$ cat config.mk
export PLATFORM = sky130hd
export DESIGN_NAME = mem_burst_ctrl
export DESIGN_NICKNAME = d
export VERILOG_FILES = /design/src/rtl/mem_burst_ctrl.sv
export SDC_FILE = /design/constraint.sdc
export NUM_CORES = 1
export LEC_CHECK = 0
export CELL_PAD_IN_SITES_DETAIL_PLACEMENT = 0
export CELL_PAD_IN_SITES_GLOBAL_PLACEMENT = 2
export CORE_MARGIN = 4
export CORE_UTILIZATION = 26
export CTS_BUF_LIST = sky130_fd_sc_hd__clkbuf_4 sky130_fd_sc_hd__clkbuf_8
export CTS_CLUSTER_DIAMETER = 30
export DETAILED_ROUTE_END_ITERATION = 10
export PLACE_DENSITY = 0.81
export SYNTH_ARGS = -nofsm -noshare
export SYNTH_HDL_FRONTEND = slang
export SYNTH_SLANG_ARGS = --single-unit
$ cat constraint.sdc
create_clock -name clk -period 3.3 [get_ports clk]
set_input_delay 0.495 -clock clk [delete_from_list [all_inputs] [get_ports clk]]
set_output_delay 0.495 -clock clk [all_outputs]
set_load 0.01 [all_outputs]
$ cat src/rtl/mem_burst_ctrl.sv
// Burst sequencer for a single-port register-file memory: one write or read burst per command.
// Optional abort input/aborted output are enabled with `define MEM_BURST_ABORT_EN.
module mem_burst_ctrl #(
  parameter int N = 8
) (
  input  logic         clk,
  input  logic         rst,
  input  logic         cmd_valid,
  output logic         cmd_ready,
  input  logic         cmd_write,
  input  logic [N-1:0] cmd_addr,
  input  logic [N-1:0] cmd_len,
  input  logic         wr_valid,
  output logic         wr_ready,
  input  logic [N-1:0] wr_data,
  output logic         rd_valid,
  input  logic         rd_ready,
  output logic [N-1:0] rd_data,
  output logic         mem_we,
  output logic [N-1:0] mem_addr,
  output logic [N-1:0] mem_wdata,
  input  logic [N-1:0] mem_rdata,
  output logic         busy,
  output logic         done,
`ifdef MEM_BURST_ABORT_EN
  input  logic         abort,
  output logic         aborted,
`endif
  output logic [2:0]   fsm_state
);

  // Valid/ready: a word moves on a rising edge where valid && ready; valid never waits on ready.
  typedef enum logic [2:0] {
    IDLE   = 3'd0,
    WR     = 3'd1,
    RD_REQ = 3'd2,
    RD_LAT = 3'd3,
    RD_OUT = 3'd4,
    DONE   = 3'd5
  } state_t;

  state_t       state, state_nx;
  logic [N-1:0] addr_q, addr_nx;
  logic [N-1:0] remaining, remaining_nx;
  logic [N-1:0] rd_q, rd_nx;
  logic         abort_hit;

`ifdef MEM_BURST_ABORT_EN
  logic aborted_q;

  assign abort_hit = abort && (state inside {WR, RD_REQ, RD_LAT, RD_OUT});
  assign aborted   = (state == DONE) && aborted_q;

  always_ff @(posedge clk or negedge rst) begin
    if (!rst) aborted_q <= 1'b0;
    else      aborted_q <= abort_hit;
  end
`else
  assign abort_hit = 1'b0;
`endif

  always_comb begin
    state_nx     = state;
    addr_nx      = addr_q;
    remaining_nx = remaining;
    rd_nx        = rd_q;
    cmd_ready    = 1'b0;
    wr_ready     = 1'b0;
    rd_valid     = 1'b0;
    mem_we       = 1'b0;
    mem_wdata    = '0;
    busy         = 1'b1;
    done         = 1'b0;
    case (state)
      IDLE: begin
        busy      = 1'b0;
        cmd_ready = 1'b1;
        if (cmd_valid) begin
          addr_nx      = cmd_addr;
          remaining_nx = cmd_len;
          state_nx     = cmd_write ? WR : RD_REQ;
        end
      end
      WR: begin
        wr_ready  = 1'b1;
        mem_we    = wr_valid;
        mem_wdata = wr_data;
        if (wr_valid) begin
          if (remaining == '0) begin
            state_nx = DONE;
          end else begin
            addr_nx      = addr_q + 1'b1;
            remaining_nx = remaining - 1'b1;
          end
        end
      end
      RD_REQ: state_nx = RD_LAT;
      RD_LAT: begin
        rd_nx    = mem_rdata;
        state_nx = RD_OUT;
      end
      RD_OUT: begin
        rd_valid = 1'b1;
        if (rd_ready) begin
          if (remaining == '0) begin
            state_nx = DONE;
          end else begin
            addr_nx      = addr_q + 1'b1;
            remaining_nx = remaining - 1'b1;
            state_nx     = RD_REQ;
          end
        end
      end
      DONE: begin
        done     = 1'b1;
        state_nx = IDLE;
      end
      default: state_nx = IDLE;
    endcase
    // Abort ends the burst; a word handshaking this edge has already been delivered.
    if (abort_hit) begin
      state_nx     = DONE;
      addr_nx      = addr_q;
      remaining_nx = remaining;
    end
  end

  always_ff @(posedge clk or negedge rst) begin
    if (!rst) begin
      state     <= IDLE;
      addr_q    <= '0;
      remaining <= '0;
      rd_q      <= '0;
    end else begin
      state     <= state_nx;
      addr_q    <= addr_nx;
      remaining <= remaining_nx;
      rd_q      <= rd_nx;
    end
  end

  assign mem_addr  = addr_q;
  assign rd_data   = rd_q;
  assign fsm_state = state;

endmodule
==> results of run 1 <==
area by class of cell:
type | count | area, um2 | share of cell area
Clock buffer | 3 | 41.3 | 0.0164
Tap cell | 77 | 96.3 | 0.0383
Timing Repair Buffer | 71 | 708 | 0.282
Multi-Input combinational cell | 133 | 955 | 0.380
Sequential cell | 27 | 676 | 0.269
Clock inverter | 1 | 5.00 | 0.00199
Inverter | 9 | 33.8 | 0.0134
logic make-up after synthesis:
family	share of synthesized area
buf+inv	0.0686
fa+ha+maj	0.0214
simple gates	0.199
flops	0.386
compound gates	0.253
mux	0.0722
where the power goes:
part | internal, uW | total (uW) | switching (uW)
logic | 811 | 1610 | 802
clock network | 84.9 | 198 | 113
registers | 501 | 713 | 212
routing by layer:
layer,global-route usage,up-vias,part of all wire
met5,0,-,0
met2,0.184,67,0.44
met3,0.0334,2,0.074
met4,0.0153,0,0.0029
met1,0.170,761,0.49
li1,-,798,-
final timing paths:
| check | slack [ns] | start | depth (start not counted) | to |
|---|---|---|---|---|
| hold reg to reg | 0.51 | rd_data[1] | 1 | rd_data[1] |
| min in group asynchronous | 0.59 | rst | 2 | mem_addr[7] |
| max in group asynchronous | 2.45 | rst | 2 | remaining[0] |
| hold / removal | 0.51 | rd_data[1] | 1 | rd_data[1] |
| setup reg to reg | 1.08 | fsm_state[0] | 5 | remaining[4] |
| setup / recovery | 0.80 | fsm_state[0] | 3 | wr_ready |
stage by stage:
step / hold slack [ns] / worst slack, ns
6_report: 0.513 / 0.796
5_1_grt: 0.539 / 0.617
3_5_place_dp: 0.497 / 0.989
3_3_place_gp: 0.487 / 1.01
2_1_floorplan: 0.199 / 1.70
4_1_cts: 0.516 / 0.775
worst max-delay path, delay by kind of cell, from the launching register on:
kind          cells  cell delay, ns
flops             1            0.70
buf+inv           2            0.81
simple gates      1            0.23
registers in the layout, summed over array words and instances, names as in the netlist:
name,flops
rd_data,8
fsm_state,3
remaining,8
mem_addr,8
placed cells by master, fill, tap and decap left out, drive strengths merged, types with 3 or more instances in the layout:
master         synthesis  final
nor3                   4      4
mux2                  10     10
o22a                   6      6
and3                  11     11
nand3                  4      4
clkbuf                 1      3
a31oi                  3      3
nand2b                 3      3
o21ai                 19     19
nor2                  13     13
nand4                  4      4
and2                   4      4
inv                    9      9
nand2                  8      8
clkdlybuf4s50          0     70
a21oi                 18     18
a32oi                  4      4
dfrtp                 27     27
a211oi                 3      3
ha                     3      3
==> impl_metrics.env, run 1 <==
export IMPL_fillCellCount=655
export IMPL_yosysMostFrequentCell="dfrtp_1"
export IMPL_finalClockSkew_ns=0.00240
export IMPL_place_area_mm2=0.00247
export IMPL_die_h_um=90.1
export IMPL_hold_path_class="flop to flop"
export IMPL_maxCapViolations=0
export IMPL_clkSlewWorstSetupHoldPaths_ns=0.10
export IMPL_cp_required_ns=2.80
export IMPL_yosys_top_cells_count="dfrtp_1, a21oi_1, o21ai_0"
export IMPL_nets=286
export IMPL_max_stage_delay_ns=0.70
export IMPL_fin_util=0.389
export IMPL_cp_end_kind="output port"
export IMPL_synth_ff_latch_count=27
export IMPL_io_buffers=70
export IMPL_wire_per_inst_um=15.2
export IMPL_layout_cells_non_filler=321
export IMPL_synth_top_cell_area_share=0.386
export IMPL_die_w_um=90.1
export IMPL_num_vias=1628
export IMPL_post_cts_setup_buffers=0
export IMPL_cts_buffer_depth=2
export IMPL_ys_async_sr_fraction=1.00
export IMPL_p_per_area_mw_per_mm2=1000
export IMPL_grt_max_degree=28
export IMPL_synth_top_area_cell="dfrtp_1"
export IMPL_rows=29
export IMPL_p_leak_uw=0.00100
export IMPL_hold_buffers=0
export IMPL_dp_hpwl_um=3540
export IMPL_gr_total_overflow=0
export IMPL_finalHoldViolCount=0
export IMPL_diodes=0
export IMPL_max_slew_margin_rel=0.511
export IMPL_cts_tree="built"
export IMPL_slowest_stage="dfrtp_1"
export IMPL_ir_drop_uv=429
export IMPL_netlist_area_mm2=0.00175
export IMPL_area_growth_pct=43.7
export IMPL_stdcell_area_mm2=0.00251
export IMPL_syn_num_nets=221
export IMPL_avgSynthCellArea_um2=9.72
export IMPL_antenna_left=0
export IMPL_pin_count=71
export IMPL_antenna_found_initial=0
export IMPL_rsz0062_at_grt="no"
export IMPL_synth_ff_type="dfrtp_1"
export IMPL_clk_insertion_delay_late_ns=0.28
export IMPL_numCtsBuffers=3
export IMPL_path_class="flop to output port"
export IMPL_synth_cell_types=47
export IMPL_coreArea_mm2=0.00646
export IMPL_tns_ns=0
export IMPL_grt_pass1_vias=1541
export IMPL_clock_sinks=27
export IMPL_path_cells="inv_1 -> nor3_1 -> clkdlybuf4s50_1"
export IMPL_period_needed_ns=2.50
export IMPL_gp_congestion=0.755
export IMPL_synth_area_leaders="dfrtp_1, mux2_2, a21oi_1"
export IMPL_synth_edff_count=0
export IMPL_final_max_slew_violation_count=0
export IMPL_initial_utilization=0.271
export IMPL_die_area_mm2=0.00811
export IMPL_power_total_uw=2520
export IMPL_drive_above_1_share=0.123
export IMPL_ys_seq_area_frac=0.386
export IMPL_crit_path_start_kind="flop"
export IMPL_drcViolationCount=0
export IMPL_cts_htree_levels=1
export IMPL_syn_inst=180
export IMPL_cts_root_buffer="clkbuf_8"
export IMPL_track_usage=0.119
export IMPL_grt_pass1_wl_um=8140
export IMPL_dp_cells=317
export IMPL_finalSetupViolCount=0
export IMPL_worstMarginPinSlew_ns=0.734
export IMPL_drtIter0Drc=61
export IMPL_wl_um=4870
export IMPL_period_share=0.759
export IMPL_routed_via_density=5.07
export IMPL_drt_first_pass_iters=4
export IMPL_post_cts_resized=0
export IMPL_status="complete, no violations"
export IMPL_max_freq_ghz=0.399
export IMPL_path_max_fanout=18
export IMPL_critPathArrivalTime_ns=2.01
export IMPL_synth_warning_count=0
No activity file was read; power rests on OpenSTA's default activity.
==> run 2, diff against run 1 <==
- clock period: 3.3 -> 2.4 ns (I/O delays scaled with it)
==> impl_metrics.env, run 2 (synthesis gave the netlist of run 1 again) <==
export IMPL_finalHoldViolCount=0
export IMPL_cts_buffer_depth=2
export IMPL_finalSetupViolCount=0
export IMPL_cp_required_ns=2.04
export IMPL_clkSlewWorstSetupHoldPaths_ns=0.10
export IMPL_num_vias=1616
export IMPL_routed_via_density=4.94
export IMPL_nets=292
export IMPL_drtIter0Drc=34
export IMPL_grt_pass1_wl_um=8250
export IMPL_hold_path_class="input pin to async pin"
export IMPL_wire_per_inst_um=14.9
export IMPL_numCtsBuffers=3
export IMPL_clk_insertion_delay_late_ns=0.28
export IMPL_power_total_uw=3570
export IMPL_rows=29
export IMPL_drcViolationCount=0
export IMPL_hold_buffers=0
export IMPL_clock_sinks=27
export IMPL_cp_end_kind="output port"
export IMPL_worstMarginPinSlew_ns=0.590
export IMPL_die_h_um=90.1
export IMPL_gp_congestion=0.728
export IMPL_cts_root_buffer="clkbuf_8"
export IMPL_maxCapViolations=0
export IMPL_status="complete, no violations"
export IMPL_post_cts_resized=0
export IMPL_wl_um=4870
export IMPL_dp_hpwl_um=3640
export IMPL_die_area_mm2=0.00811
export IMPL_drive_above_1_share=0.144
export IMPL_io_buffers=70
export IMPL_grt_max_degree=28
export IMPL_critPathArrivalTime_ns=1.85
export IMPL_final_max_slew_violation_count=0
export IMPL_path_class="flop to output port"
export IMPL_coreArea_mm2=0.00646
export IMPL_gr_total_overflow=0
export IMPL_rsz0062_at_grt="no"
export IMPL_cts_tree="built"
export IMPL_tns_ns=0
export IMPL_diodes=0
export IMPL_period_share=0.921
export IMPL_pin_count=71
export IMPL_p_per_area_mw_per_mm2=1390
export IMPL_antenna_left=0
export IMPL_path_max_fanout=10
export IMPL_crit_path_start_kind="flop"
export IMPL_max_freq_ghz=0.452
export IMPL_drt_first_pass_iters=4
export IMPL_ir_drop_uv=509
export IMPL_max_slew_margin_rel=0.603
export IMPL_p_leak_uw=0.00103
export IMPL_cts_htree_levels=1
export IMPL_final_common_cell="clkdlybuf4s50_1"
export IMPL_finalClockSkew_ns=0.00409
export IMPL_die_w_um=90.1
export IMPL_track_usage=0.121
export IMPL_area_growth_pct=46.2
export IMPL_fin_util=0.396
export IMPL_post_cts_setup_buffers=0
export IMPL_antenna_found_initial=0
export IMPL_layout_common_cells="clkdlybuf4s50_1, dfrtp_1, a21oi_1"
export IMPL_grt_pass1_vias=1649
export IMPL_initial_utilization=0.271
export IMPL_period_needed_ns=2.21
run 2: cell types whose count changed in the layout (fill, tap and decap cells not counted), sizes merged:
cell,delta
buf,+6
run 2: power breakdown:
group | internal, uW | total [uW] | leakage, uW | switching [uW]
sequential | 690 | 930 | 0.000319 | 240
clock | 117 | 269 | 0.0000255 | 152
combinational | 1190 | 2370 | 0.000685 | 1180
run 2: final timing paths:
kind                                   start      endpoint  slack [ns]  cells past startpoint
worst max-delay path            fsm_state[2]  mem_wdata[1]        0.19                      3
worst min-delay path                     rst   mem_addr[7]        0.45                      2
worst max register to register  fsm_state[0]   mem_addr[4]        0.44                      6
worst min register to register    rd_data[3]    rd_data[3]        0.51                      1
max in group asynchronous                rst  remaining[0]        1.68                      2
min in group clk                  rd_data[3]    rd_data[3]        0.51                      1
run 2: critical path, cell delays in order (launching register included):
cell             delay (ns)
dfrtp_1                0.46
nor2_2                 0.37
and3_1                 0.22
clkdlybuf4s50_1        0.53
run 2: through the flow:
step | setup WS, ns | hold slack (ns) | cells | cell area [um2]
finish | 0.189 | 0.454 | 327 | 2560
global route | 0.0339 | 0.488 | 327 | 2560
CTS | 0.161 | 0.459 | 327 | 2560
floorplan | 0.828 | 0.0644 | 180 | 1750
global placement | 0.454 | 0.490 | 323 | 2510
detailed placement | 0.420 | 0.496 | 323 | 2510
run 2: routing by layer:
layer	vias to the layer above	track usage	share of wire
met3	6	0.0301	0.061
met2	61	0.186	0.43
met4	0	0.0332	0.010
met1	742	0.168	0.50
li1	807	-	-
met5	-	0	0
run 2: cell type report:
class                   count  area, um2
fillers                   662       3900
multi-input cells         133        955
repair buffers             77        753
flip-flops and latches     27        676
well taps                  77       96.3
clock buffers               3       41.3
inverters                   9       33.8
clock inverters             1       5.00
